<file path="config.mk">
export PLATFORM = sky130hd
export DESIGN_NAME = down_counter_tc
export DESIGN_NICKNAME = d
export VERILOG_FILES = /design/src/rtl/counter_pkg.sv /design/src/rtl/prescale_tick.sv /design/src/rtl/down_counter_tc.sv
export SDC_FILE = /design/constraint.sdc
export NUM_CORES = 1
export LEC_CHECK = 0
export ABC_CLOCK_PERIOD_IN_PS = 4100
export BUFFER_PORTS_ARGS = -buffer_cell sky130_fd_sc_hd__buf_2
export CORE_MARGIN = 2
export CORE_UTILIZATION = 55
export CTS_CLUSTER_SIZE = 8
export DETAILED_ROUTE_END_ITERATION = 8
export GPL_TIMING_DRIVEN = 0
export HOLD_SLACK_MARGIN = 0.12
export PLACE_DENSITY = 0.91
export SYNTH_ARGS = -nofsm -noshare
export SYNTH_HDL_FRONTEND = slang
export SYNTH_HIERARCHICAL = 1
export SYNTH_SLANG_ARGS = --single-unit
</file>
<file path="constraint.sdc">
create_clock -name clk -period 4.1 [get_ports clk]
set_input_delay 0.205 -clock clk [delete_from_list [all_inputs] [get_ports clk]]
set_output_delay 0.205 -clock clk [all_outputs]
set_load 0.03 [all_outputs]
</file>
<file path="src/rtl/counter_pkg.sv">
// Shared definitions for the sequential-counter library: FSM state encoding
// and the default counter width.
package counter_pkg;

    localparam int DEFAULT_WIDTH = 4;

    typedef enum logic [1:0] {
        ST_IDLE = 2'd0,
        ST_RUN  = 2'd1,
        ST_DONE = 2'd2
    } state_e;

endpackage

</file>
<file path="src/rtl/prescale_tick.sv">
// Prescaler: emits a one-cycle tick on every PRESCALE-th enabled cycle.
// clr restarts the phase from zero and suppresses a tick in that cycle.
// With PRESCALE=1 the tick simply follows en.
module prescale_tick
    import counter_pkg::*;
#(
    parameter int PRESCALE = 1
) (
    input  logic clk,
    input  logic rst,
    input  logic en,
    input  logic clr,
    output logic tick
);

    // A one-bit counter is kept even for PRESCALE=1 so the ports stay uniform.
    localparam int CW = (PRESCALE > 1) ? $clog2(PRESCALE) : 1;
    localparam logic [CW-1:0] LAST = CW'(PRESCALE - 1);
    localparam logic [CW-1:0] ZERO = {CW{1'b0}};
    localparam logic [CW-1:0] ONE  = CW'(1);

    logic [CW-1:0] cnt_q;
    logic [CW-1:0] cnt_d;

    // Next phase: clear on clr, advance and wrap only on enabled cycles.
    always_comb begin
        cnt_d = cnt_q;
        if (clr) begin
            cnt_d = ZERO;
        end else if (en) begin
            if (cnt_q == LAST) begin
                cnt_d = ZERO;
            end else begin
                cnt_d = cnt_q + ONE;
            end
        end else begin
            cnt_d = cnt_q;
        end
    end

    // Phase register.
    always_ff @(posedge clk or posedge rst) begin
        if (rst) begin
            cnt_q <= ZERO;
        end else begin
            cnt_q <= cnt_d;
        end
    end

    assign tick = en & ~clr & (cnt_q == LAST);

endmodule

</file>
<file path="src/rtl/down_counter_tc.sv">
// Loadable down-counter / countdown timer with registered terminal-count
// pulse, one-shot or auto-reload operation, and a prescaled step rate.
module down_counter_tc
    import counter_pkg::*;
#(
    parameter int WIDTH    = DEFAULT_WIDTH,
    parameter int PRESCALE = 1
) (
    input  logic             clk,
    input  logic             rst,
    input  logic             en,
    input  logic             load,
    input  logic [WIDTH-1:0] load_val,
    input  logic             auto_reload,
    output logic [WIDTH-1:0] out,
    output logic             tc,
    output logic             busy,
    output logic             zero
);

    localparam logic [WIDTH-1:0] ZERO = {WIDTH{1'b0}};
    localparam logic [WIDTH-1:0] ONE  = WIDTH'(1);

    state_e           state_q;
    state_e           state_d;
    logic [WIDTH-1:0] count_q;
    logic [WIDTH-1:0] count_d;
    logic [WIDTH-1:0] reload_q;
    logic [WIDTH-1:0] reload_d;
    logic             tc_q;
    logic             tc_d;
    logic             run_en_s;
    logic             tick_s;

    // The prescaler only advances while actually counting, so its phase is
    // frozen by en=0 and meaningless outside RUN (load always restarts it).
    assign run_en_s = en & (state_q == ST_RUN);

    prescale_tick #(
        .PRESCALE(PRESCALE)
    ) u_prescale (
        .clk (clk),
        .rst (rst),
        .en  (run_en_s),
        .clr (load),
        .tick(tick_s)
    );

    // Next-state logic: load has priority, then prescaled steps in RUN.
    always_comb begin
        state_d  = state_q;
        count_d  = count_q;
        reload_d = reload_q;
        tc_d     = 1'b0;
        if (load) begin
            count_d  = load_val;
            reload_d = load_val;
            state_d  = (load_val != ZERO) ? ST_RUN : ST_IDLE;
        end else begin
            case (state_q)
                ST_RUN: begin
                    if (tick_s) begin
                        if (count_q > ONE) begin
                            count_d = count_q - ONE;
                        end else begin
                            // Terminal step: never decrement past zero.
                            tc_d = 1'b1;
                            if (auto_reload) begin
                                count_d = reload_q;
                            end else begin
                                count_d = ZERO;
                                state_d = ST_DONE;
                            end
                        end
                    end else begin
                        count_d = count_q;
                    end
                end
                ST_IDLE: begin
                    state_d = ST_IDLE;
                end
                ST_DONE: begin
                    state_d = ST_DONE;
                end
                default: begin
                    // Unused encoding: park safely at zero in IDLE.
                    state_d = ST_IDLE;
                    count_d = ZERO;
                end
            endcase
        end
    end

    // State, count, reload and terminal-count registers.
    always_ff @(posedge clk or posedge rst) begin
        if (rst) begin
            state_q  <= ST_IDLE;
            count_q  <= ZERO;
            reload_q <= ZERO;
            tc_q     <= 1'b0;
        end else begin
            state_q  <= state_d;
            count_q  <= count_d;
            reload_q <= reload_d;
            tc_q     <= tc_d;
        end
    end

    assign out  = count_q;
    assign tc   = tc_q;
    assign busy = (state_q == ST_RUN);
    assign zero = (count_q == ZERO);

endmodule

</file>
== Yosys cells after proc, flatten, opt, wreduce, memory -nomap -nowiden ==
Index checks and enable logic that the tools add are counted.

* Flip-flop bits (word level): 12
* Latch bits: 0
* Bits in writable memories: 0
* Memory bits (read-only): 0
* Input port bits: 9
* Output and inout bits: 7
* Logic and storage cells: 44
* Memories kept: 0

* $add $sub $neg: 2
* Multiply operators: 0
* Div/mod/pow operators: 0
* Magnitude comparators: 1
* Eq/ne operators: 6
* Shift operators: 0
* Muxes and demuxes: 18
* Bitwise logic cells: 5
* Reduce and logical (&&, ||, !) cells: 7

{| class="wikitable"
|+ Operators with widths
! kind !! count
|-
| 2-to-1 mux 4 bit || 4
|-
| 2-to-1 mux 1 bit || 8
|-
| 2-to-1 mux 2 bit || 4
|-
| one-hot mux 4 bit (2 select lines) || 1
|-
| inequality test 3 bit (second input constant) || 2
|-
| > comparator 4 x 1 -> 1 bit (second input constant) || 1
|-
| logical NOT 4 bit || 1
|-
| one-hot mux 2 bit (2 select lines) || 1
|-
| nonzero test 4 bit || 1
|-
| subtractor 4 x 1 -> 4 bit (second input constant) || 1
|-
| AND 1 bit || 3
|-
| inequality test 3 x 2 -> 1 bit (second input constant) || 1
|-
| AND reduction 3 bit || 1
|-
| equality test 2 x 1 -> 1 bit (second input constant) || 1
|-
| equality test 2 bit (second input constant) || 1
|-
| logical NOT 2 bit || 1
|-
| inequality test 2 x 1 -> 1 bit (second input constant) || 1
|-
| NOT 1 bit || 2
|-
| AND reduction 2 bit || 1
|-
| nonzero test 2 bit || 1
|-
| OR reduction 2 bit || 1
|-
| adder 1 bit (second input constant) || 1
|}

== Depth between registers and ports, before layout ==
Gate-level depths: netlist (run 1).

* Depth after elaboration: 7
* Mapped depth: 8
* Mapped depth without buffers: 8

== By module ==
Netlist (run 1), hierarchy kept.

{| class="wikitable"
|+ Modules (own cells, without submodules)
! module !! instances !! cells each !! area each (µm²) !! sequential area each (µm²)
|-
| down_counter_tc || 1 || 68 || 718.2 || 275.3
|-
| prescale_tick || 1 || 1 || 13.8 || 0.0
|}

== Least setup slack after synthesis (run 1) ==
Ideal clock, no wire load.

* Kind: reg-to-reg
* Start: reg state_q[1]
* End: reg count_q[3] (netlist: out[3])
* Library setup time: 92 ps
* Data arrival time: 1,875 ps
* Required time: 4,008 ps
* Setup slack: 2,133 ps
* Stages on the path, launching flop included: 8
* Buffers on the path: 0
* Period minus slack after synthesis: 1,967 ps
* Path through: dfrtp_1 inv_1 ha_1 and2_2 nor2b_4 nand3b_1 or3_4 o31ai_2

* Cells in the longest elaborated chain, start to end: 6
* Elaborated cells between the ends (all ways): 12
* Those cells by class: 4 x eq/ne; 2 x mux; 3 x bitwise; 3 x reduce/logical

{| class="wikitable"
|+ RTL lines
! item !! line !! text
|-
| start, declared || down_counter_tc.sv:24 || <nowiki>state_e state_q;</nowiki>
|-
| start signal, assigned || down_counter_tc.sv:102 || <nowiki>state_q <= state_d;</nowiki>
|-
| equality test 2 x 1 -> 1 bit || -- ||
|-
| named net busy || down_counter_tc.sv:17 || <nowiki>output logic busy,</nowiki>
|-
| AND 1 bit || down_counter_tc.sv:37 || <nowiki>assign run_en_s = en & (state_q == ST_RUN);</nowiki>
|-
| named net run_en_s || down_counter_tc.sv:32 || <nowiki>logic run_en_s;</nowiki>
|-
| AND 1 bit (2 in a row) || prescale_tick.sv:50 || <nowiki>assign tick = en & ~clr & (cnt_q == LAST);</nowiki>
|-
| named net tick_s || down_counter_tc.sv:33 || <nowiki>logic tick_s;</nowiki>
|-
| inequality test 3 x 2 -> 1 bit (no source line) || -- ||
|-
| AND reduction 2 bit (no source line) || -- ||
|-
| end signal, assigned || down_counter_tc.sv:103 || <nowiki>count_q <= count_d;</nowiki>
|-
| end, declared || down_counter_tc.sv:26 || <nowiki>logic [WIDTH-1:0] count_q;</nowiki>
|}

The timed path passes the listed nets, and every way through them passes these cells.
A chain may end at the register's enable or synchronous reset.

== Worst setup path after layout (run 1) ==
* Start: reg state_q[1]
* End: reg count_q[3] (netlist: out[3])

* Cells in the longest elaborated chain, start to end: 6
* Elaborated cells between the ends (all ways): 12
* Those cells by class: 4 x eq/ne; 2 x mux; 3 x bitwise; 3 x reduce/logical

{| class="wikitable"
|+ RTL lines
! item !! line
|-
| equality test 2 x 1 -> 1 bit || down_counter_tc.sv:37
|-
| AND 1 bit || down_counter_tc.sv:37
|-
| named net run_en_s || down_counter_tc.sv:32
|-
| AND 1 bit (2 in a row) || prescale_tick.sv:50
|-
| named net tick_s || down_counter_tc.sv:33
|-
| inequality test 3 x 2 -> 1 bit (no source line) || --
|-
| AND reduction 2 bit (no source line) || --
|}

The timed path passes the listed nets, and every way through them passes these cells.

==> results.txt, run 1 <==
Final Hold Slack - 0.212 ns
R2R Setup Slk - 2.19 ns
Power Dens Cells - 370 mW/mm²
Post-CTS sizing - 0
Design Area, Final - 862 µm²
Reg area - 275 µm²
Fin nets - 105
Worst Tran Pin Value - 0.419 ns
Via count - 590
Worst skew pair latency - 0.27 ns
Slew headroom - 0.720
Max Freq - 0.524 GHz
Reg-to-reg startpoint - state_q[1]
Synth Warn # - 6
Pleak - 0.000408 µW
Synthesized cell area - 732 µm²
GRT Util Overall - 0.224
CTS tree - done
Synthesized Nets - 84
Clk_skew - 0.000486 ns
Post-Place Setup Slack - 2.24 ns
ANT nets after route - 0
HP Start - load_val[2]
Worst path max stage delay - 0.40 ns
Crit path capture type - register
Final Setup Violations - 0
Routed WL - 1460 µm
Area Growth Syn to Fin - 17.8%
Synth area leaders - dfrtp_1 (38%), ha_1 (10%), mux2_2 (9.2%)
# fillers - 104
Initial antenna violation count - 0
Max stage delay cell, worst path - dfrtp_1
#FFs+latches synth - 11
CP cell instances - inv_1 -> ha_1 -> and2_2 -> nor2b_4 -> nand3b_1 -> or3_4 -> o31ai_2
Multi-input logic area - 413 µm²
DP Area - 826 µm²
DR WL/cell - 14.0 µm
Ant. Diodes - 0
Die Ht - 40.5 µm
Synth cell types - 27
GP Congestion - 0.857
Final worst-path cycle share - 0.466
Post-Synthesis Cells - 69
Synthesized area per cell - 10.6 µm²
Port Buf Inserts - 15
Initial DRC count - 16
Crit Path Max Fanout - 5
Clock slew at reported path FFs - 0.07 ns
Synth area leader - dfrtp_1
DRT Pass-1 Iters - 5
Via-per-instance ratio - 5.67
Core area - 0.00127 mm²
Root Driver - clkbuf_4
Sequential share of the synthesized area - 0.376
Data required, critical path - 4.28 ns
Total gr overflow - 0
CP Class - register to register
Final WS setup - 2.19 ns
Worst VDD drop - 0.270 mV
CTS max path bufs - 2
CP startpoint - state_q[1]
Crit-path leading delay family - simple AND/OR/NAND/NOR gates
Startpoint Class - register
Clk sinks - 11
Die W - 40.5 µm
Total CTS buffers - 3
CTS H-Tree Depth - 1
Layout cells sized above 1 - 0.382
Hold Path Class - input port to register
# placed instances - 99
Yosys top cell area share - 0.376
Via count of the first global-routing pass - 546
Largest net degree at the start of global routing - 12
Minimum clock period - 1.91 ns
Detail Placement HPWL - 1090 µm
Slew Viols, Final - 0
DIE AREA - 0.00164 mm²
Max cap viols - 0
Final Hold Fails - 0
CP arrival - 2.09 ns
Starting density of the core - 0.577
Status - finished clean
Worst path buffer plus inverter count - 1
# DRC - 0
First-pass GRT wire length - 2330 µm
Fin Setup TNS - 0 ns
Unrepaired setup endpoints after global routing - no
IO Pins - 16
Row Count - 13
Finished Layout Cells - 104
## worst register-to-register path, delay by kind of cell, from the launching register on
kind / cells / cell delay, ns
AND/OR/NAND/NOR: 4 / 0.81
flip-flops: 1 / 0.40
adder cells (fa/ha/maj): 1 / 0.29
AO/OA/AOI/OAI: 1 / 0.24
buffers and inverters: 1 / 0.09
## logic make-up after synthesis
| kind of cell | share of synthesized area |
|---|---|
| compound gates | 0.197 |
| simple gates | 0.159 |
| flops | 0.376 |
| buf+inv | 0.0598 |
| mux | 0.106 |
| fa+ha+maj | 0.103 |
## through the flow
step	power, µW	utilization
2_1_floorplan	218	-
3_3_place_gp	240	0.651
3_5_place_dp	246	0.651
4_1_cts	320	0.679
5_1_grt	338	0.679
6_report	319	0.679
## placed cells by master (no fill, tap or decap)
| cell | n |
|---|---|
| buf_2 | 17 |
| dfrtp_1 | 11 |
| inv_1 | 7 |
| mux2_2 | 6 |
| ha_1 | 6 |
| a21oi_1 | 4 |
| a22oi_1 | 4 |
| o21ai_0 | 4 |
| nand2b_1 | 3 |
| nor2_1 | 3 |
| nand2_1 | 3 |
| clkbuf_4 | 3 |
| buf_4 | 1 |
| nor2_4 | 1 |
| o41ai_4 | 1 |
| mux2i_1 | 1 |
| a211oi_1 | 1 |
| nand3b_1 | 1 |
| or3_4 | 1 |
| o41ai_1 | 1 |
| o31ai_1 | 1 |
| nor3_2 | 1 |
| nor3b_1 | 1 |
| and2_2 | 1 |
| nor4_1 | 1 |
| a32o_1 | 1 |
| o31ai_2 | 1 |
| clkbuf_1 | 1 |
| dlygate4sd3_1 | 1 |
| nor2b_4 | 1 |
## routing by layer
metal / vias to the layer above / GRT usage / routed length, µm
met2: 24 / 0.385 / 716
met3: 4 / 0.0333 / 76
met1: 274 / 0.270 / 648
met4: 0 / 0.108 / 17
met5: - / 0 / 0
li1: 288 / - / -
## power breakdown
group          total (µW)  internal (µW)  leakage, µW  switching (µW)
Combinational         117           47.7     0.000258            69.4
Sequential            128            120     0.000135            8.46
Clock                73.6           37.7    0.0000150            35.9
## Yosys cell counts, drive strengths merged
cell type / instances
a211oi: 1
a21oi: 4
a22oi: 4
a32o: 1
and2: 1
buf: 3
dfrtp: 11
ha: 6
inv: 7
mux2: 6
mux2i: 1
nand2: 3
nand2b: 3
nand3b: 1
nor2: 4
nor2b: 1
nor3: 1
nor3b: 1
nor4: 1
o21ai: 4
o31ai: 2
o41ai: 2
or3: 1
## registers in the layout (all words and copies together), names as in the netlist
signal / flops
tc: 1
reload_q: 4
state_q: 2
out: 4
## path summary, 6_finish.rpt
check | endpoint | cells after the start
hold reg to reg | reload_q[3] | 1
min in group asynchronous | reload_q[3] | 3
setup / recovery | out[3] | 7
setup reg to reg | out[3] | 7
max in group asynchronous | state_q[0] | 3
hold / removal | reload_q[2] | 2
## timing repair
item | CTS | global route
buffers inserted | 0 | 0
hold endpoints to repair | 11 | 0
hold buffers | 1 | 0
## area by class of cell
cell class / count / share of cell area
plain buffers: 3 / 0.0203
multi-input cells: 48 / 0.479
flip-flops and latches: 11 / 0.319
well taps: 15 / 0.0218
inverters: 7 / 0.0305
repair buffers: 16 / 0.0987
clock buffers: 4 / 0.0305
No activity file was read; power rests on OpenSTA's default activity.
==> run 2, diff against run 1 <==
--- a/config.mk
+++ b/config.mk
@@ -5,15 +5,15 @@
 export SDC_FILE = /design/constraint.sdc
 export NUM_CORES = 1
 export LEC_CHECK = 0
-export ABC_CLOCK_PERIOD_IN_PS = 4100
+export ABC_CLOCK_PERIOD_IN_PS = 1800
 export BUFFER_PORTS_ARGS = -buffer_cell sky130_fd_sc_hd__buf_2
 export CORE_MARGIN = 2
-export CORE_UTILIZATION = 55
+export CORE_UTILIZATION = 51
 export CTS_CLUSTER_SIZE = 8
 export DETAILED_ROUTE_END_ITERATION = 8
 export GPL_TIMING_DRIVEN = 0
 export HOLD_SLACK_MARGIN = 0.12
-export PLACE_DENSITY = 0.91
+export PLACE_DENSITY = 0.86
 export SYNTH_ARGS = -nofsm -noshare
 export SYNTH_HDL_FRONTEND = slang
 export SYNTH_HIERARCHICAL = 1
==> constraint.sdc (replaced) <==
create_clock -name clk -period 1.8 [get_ports clk]
set_input_delay 0.09 -clock clk [delete_from_list [all_inputs] [get_ports clk]]
set_output_delay 0.09 -clock clk [all_outputs]
set_load 0.03 [all_outputs]
==> results.txt, run 2 (synthesized netlist as in run 1, its figures left out) <==
Largest net degree at the start of global routing - 12
Unrepaired setup endpoints after global routing - yes
Reg area - 275 µm²
Detail Placement HPWL - 1100 µm
Most frequent cells in the layout - buf_2 (17), dfrtp_1 (11), inv_1 (6), mux2_2 (6)
GP Congestion - 0.778
Via-per-instance ratio - 5.71
Worst Tran Pin Value - 0.421 ns
Reg-to-reg startpoint - state_q[1]
CP startpoint - state_q[1]
Root Driver - clkbuf_4
ANT nets after route - 0
Fin nets - 110
Starting density of the core - 0.556
Port Buf Inserts - 15
Worst VDD drop - 0.417 mV
Pleak - 0.000430 µW
Design Area, Final - 928 µm²
Via count - 622
CP arrival - 1.90 ns
IO Pins - 16
# placed instances - 99
Crit Path Max Fanout - 5
Layout cells sized above 1 - 0.394
Finished Layout Cells - 109
R2r worst-path depth - 7
Max cap viols - 0
Hold Path Class - input port to register
Status - finished clean
Initial DRC count - 16
Clk_skew - 0.00384 ns
# DRC - 0
CTS H-Tree Depth - 1
Initial antenna violation count - 0
Ant. Diodes - 0
DR WL/cell - 13.8 µm
Worst skew pair latency - 0.26 ns
CTS tree - done
Total gr overflow - 0
CTS max path bufs - 2
Critical Path Sink - out[3]
Clk sinks - 11
Final Hold Fails - 0
Multi-input logic area - 432 µm²
Slew headroom - 0.719
DP Area - 838 µm²
CP Class - register to register
Max Freq - 0.581 GHz
First-pass GRT wire length - 2550 µm
Die W - 41.9 µm
Row Count - 13
GRT Util Overall - 0.191
Startpoint Class - register
Total CTS buffers - 3
Routed WL - 1510 µm
Core area - 0.00132 mm²
Via count of the first global-routing pass - 595
Slew Viols, Final - 0
# fillers - 107
Die Ht - 41.9 µm
Power Dens Cells - 800 mW/mm²
Clock slew at reported path FFs - 0.07 ns
Fin Setup TNS - 0 ns
DIE AREA - 0.00175 mm²
Total chip power - 743 µW
Area Growth Syn to Fin - 26.8%
Data required, critical path - 1.98 ns
DRT Pass-1 Iters - 4
R2R Setup Slk - 0.08 ns
Final Setup Violations - 0
Commonest non-fill, non-tap cell in the layout - buf_2
Final core utilization - 0.705
Minimum clock period - 1.72 ns
Crit path capture type - register
Reg-to-reg endpoint - out[3]
Final worst-path cycle share - 0.956
==> run 2: routing by layer <==
metal,up-vias,share of wire,GRT usage
met5,-,0,0
met4,0,0.0080,0.0645
met3,2,0.054,0.0478
met2,27,0.52,0.328
met1,291,0.42,0.231
li1,302,-,-
==> run 2: how the worst min path moves through the flow <==
| stage | end | cells past startpoint | start |
|---|---|---|---|
| after global routing | reload_q[3] | 2 | load |
| after detailed placement | reload_q[3] | 2 | rst |
| after CTS | reload_q[3] | 2 | load |
| after floorplan | out[0] | 1 | rst |
| after global placement | reload_q[2] | 2 | rst |
| final | reload_q[3] | 2 | load |
==> run 2: per-stage QoR <==
stage | hold slack (ns) | setup slack, ns
3_3_place_gp | 0.0911 | 0.0836
3_5_place_dp | 0.0969 | 0.0504
5_1_grt | 0.165 | -0.0338
2_1_floorplan | -0.0576 | 0.0838
4_1_cts | 0.164 | 0.0400
6_report | 0.169 | 0.0785
==> run 2: power breakdown <==
| part | total [µW] | switching [µW] | leakage (µW) | internal, µW |
|---|---|---|---|---|
| Sequential | 294 | 21.4 | 0.000135 | 273 |
| Combinational | 285 | 164 | 0.000280 | 121 |
| Clock | 164 | 78.1 | 0.0000150 | 85.6 |
| Total | 743 | 263 | 0.000430 | 480 |
==> run 2: cell type report <==
class | count | area share
Multi-Input combinational cell | 48 | 0.465
Sequential cell | 11 | 0.296
Timing Repair Buffer | 21 | 0.143
Clock buffer | 4 | 0.0283
Inverter | 7 | 0.0283
Tap cell | 15 | 0.0202
Buffer | 3 | 0.0189
==> run 2: timing repair <==
item                                    4_1_cts  5_1_grt
endpoints found under the setup margin        0        4
resized for setup                             0        2
setup buffers                                 0        1
endpoints found under the hold margin        19        0
hold buffers                                  5        0
==> run 2: critical path: stages, from the launching register on <==
cell      delay (ns)
dfrtp_1         0.41
inv_2           0.09
ha_4            0.15
and2_2          0.13
nor2b_4         0.14
nand3b_1        0.11
or3_4           0.36
o31ai_2         0.24
==> run 3, diff against run 2 <==
--- a/config.mk
+++ b/config.mk
@@ -5,15 +5,15 @@
 export SDC_FILE = /design/constraint.sdc
 export NUM_CORES = 1
 export LEC_CHECK = 0
-export ABC_CLOCK_PERIOD_IN_PS = 1800
+export ABC_CLOCK_PERIOD_IN_PS = 2100
 export BUFFER_PORTS_ARGS = -buffer_cell sky130_fd_sc_hd__buf_2
 export CORE_MARGIN = 2
-export CORE_UTILIZATION = 51
+export CORE_UTILIZATION = 55
 export CTS_CLUSTER_SIZE = 8
 export DETAILED_ROUTE_END_ITERATION = 8
 export GPL_TIMING_DRIVEN = 0
 export HOLD_SLACK_MARGIN = 0.12
-export PLACE_DENSITY = 0.86
+export PLACE_DENSITY = 0.91
 export SYNTH_ARGS = -nofsm -noshare
 export SYNTH_HDL_FRONTEND = slang
 export SYNTH_HIERARCHICAL = 1
==> constraint.sdc (replaced) <==
create_clock -name clk -period 2.1 [get_ports clk]
set_input_delay 0.105 -clock clk [delete_from_list [all_inputs] [get_ports clk]]
set_output_delay 0.105 -clock clk [all_outputs]
set_load 0.03 [all_outputs]
==> results.txt, run 3 (synthesized netlist as in run 1, its figures left out) <==
Status - finished clean
Die W - 40.5 µm
Detail Placement HPWL - 1090 µm
Crit Path Max Fanout - 5
GP Congestion - 0.857
ANT nets after route - 0
Flop pwr share - 0.399
Core area - 0.00127 mm²
Final Setup Violations - 0
Clk pwr share - 0.228
R2R Setup Slk - 0.20 ns
CTS max path bufs - 2
Port Buf Inserts - 15
# placed instances - 99
Worst VDD drop - 0.532 mV
CTS H-Tree Depth - 1
Post-Place Setup Slack - 0.236 ns
R2r worst-path depth - 7
Worst skew pair latency - 0.27 ns
CTS tree - done
Minimum clock period - 1.90 ns
Pint - 406 µW
Initial DRC count - 13
Hold Path Class - input port to register
Die Ht - 40.5 µm
Hold Path Cell Cnt - 2
IO Pins - 16
Via count - 604
Crit path capture type - register
Via-per-instance ratio - 5.59
Reg-to-reg startpoint - state_q[1]
Hold Crit Endpoint - reload_q[3]
Post-CTS Setup Bufs - 0
Starting density of the core - 0.577
Max Freq - 0.526 GHz
DIE AREA - 0.00164 mm²
Ant. Diodes - 0
Largest net degree at the start of global routing - 12
Clk_skew - 0.00129 ns
Clk sinks - 11
Root Driver - clkbuf_4
Final worst-path cycle share - 0.905
Design Area, Final - 902 µm²
Total chip power - 629 µW
Logic pwr share - 0.373
P_sw - 223 µW
# DRC - 0
Fin Setup TNS - 0 ns
Routed WL - 1490 µm
Total gr overflow - 0
First-pass GRT wire length - 2400 µm
GRT Util Overall - 0.234
Total CTS buffers - 3
HP Start - load
Data required, critical path - 2.28 ns
Unrepaired setup endpoints after global routing - no
Final WS setup - 0.199 ns
Clock slew at reported path FFs - 0.07 ns
Reg-to-reg endpoint - out[3]
Fin nets - 109
Post-CTS sizing - 0
Max cap viols - 0
# fillers - 96
Worst Tran Pin Value - 0.417 ns
Initial antenna violation count - 0
CP arrival - 2.08 ns
DP Area - 826 µm²
DRT Pass-1 Iters - 4
Sw Ratio - 0.355
Slew headroom - 0.722
Commonest non-fill, non-tap cell in the layout - buf_2
Power Dens Cells - 697 mW/mm²
DR WL/cell - 13.8 µm
Layout cells sized above 1 - 0.366
Most frequent cells in the layout - buf_2 (17), dfrtp_1 (11), inv_1 (7)
Pleak - 0.000425 µW
Area Growth Syn to Fin - 23.2%
Slew Viols, Final - 0
Finished Layout Cells - 108
Row Count - 13
Via count of the first global-routing pass - 563
Final Hold Fails - 0
CP Class - register to register
Startpoint Class - register
-- run 3: cell count changes in the layout (fill, tap and decap cells not counted), sizes merged --
cell and change:
buf -1
-- run 3: worst max-delay path by stage --
| stage | from | to | slack [ns] | depth (start not counted) |
|---|---|---|---|---|
| final | state_q[1] | out[3] | 0.20 | 7 |
| after global routing | state_q[1] | state_q[1] | 0.07 | 8 |
| after CTS | state_q[1] | out[3] | 0.21 | 7 |
| after detailed placement | state_q[1] | out[3] | 0.24 | 7 |
| after global placement | state_q[1] | out[3] | 0.29 | 7 |
| after floorplan | state_q[1] | out[3] | 0.13 | 7 |
-- run 3: through the flow --
step	hold WS, ns	utilization
after floorplan	-0.0426	-
after global placement	0.101	0.651
after detailed placement	0.110	0.651
after CTS	0.181	0.711
after global routing	0.204	0.711
final	0.177	0.711
-- run 3: final cells by class --
class                   count  area, µm²  area share
multi-input cells          48        413       0.458
flip-flops and latches     11        275       0.305
repair buffers             20        125       0.139
clock buffers               4       26.3      0.0291
inverters                   7       26.3      0.0291
well taps                  15       18.8      0.0208
plain buffers               3       17.5      0.0194
-- run 3: power by group through the flow --
stage                     Sequential [µW]  Clock [µW]  Combinational, µW
after global placement                253           0                216
final                                 251         144                234
after floorplan                       270           0                155
after global routing                  255         153                260
after CTS                             251         144                235
after detailed placement              255           0                226
-- run 3: routing by layer --
layer,part of all wire,GRT usage,vias up
li1,-,-,297
met1,0.43,0.266,283
met2,0.52,0.421,20
met3,0.036,0.0333,4
met4,0.013,0.108,0
met5,0,0,-
-- run 3: critical path, stage by stage, from the launching register on --
cell      delay, ns
dfrtp_1        0.40
inv_1          0.09
ha_1           0.28
and2_2         0.19
nor2b_4        0.14
nand3b_1       0.11
or3_4          0.37
o31ai_2        0.24
-- run 3: repair_timing --
item / in CTS / in global routing
hold buffers: 5 / 0
setup endpoints to repair: 0 / 0
hold endpoints to repair: 16 / 0
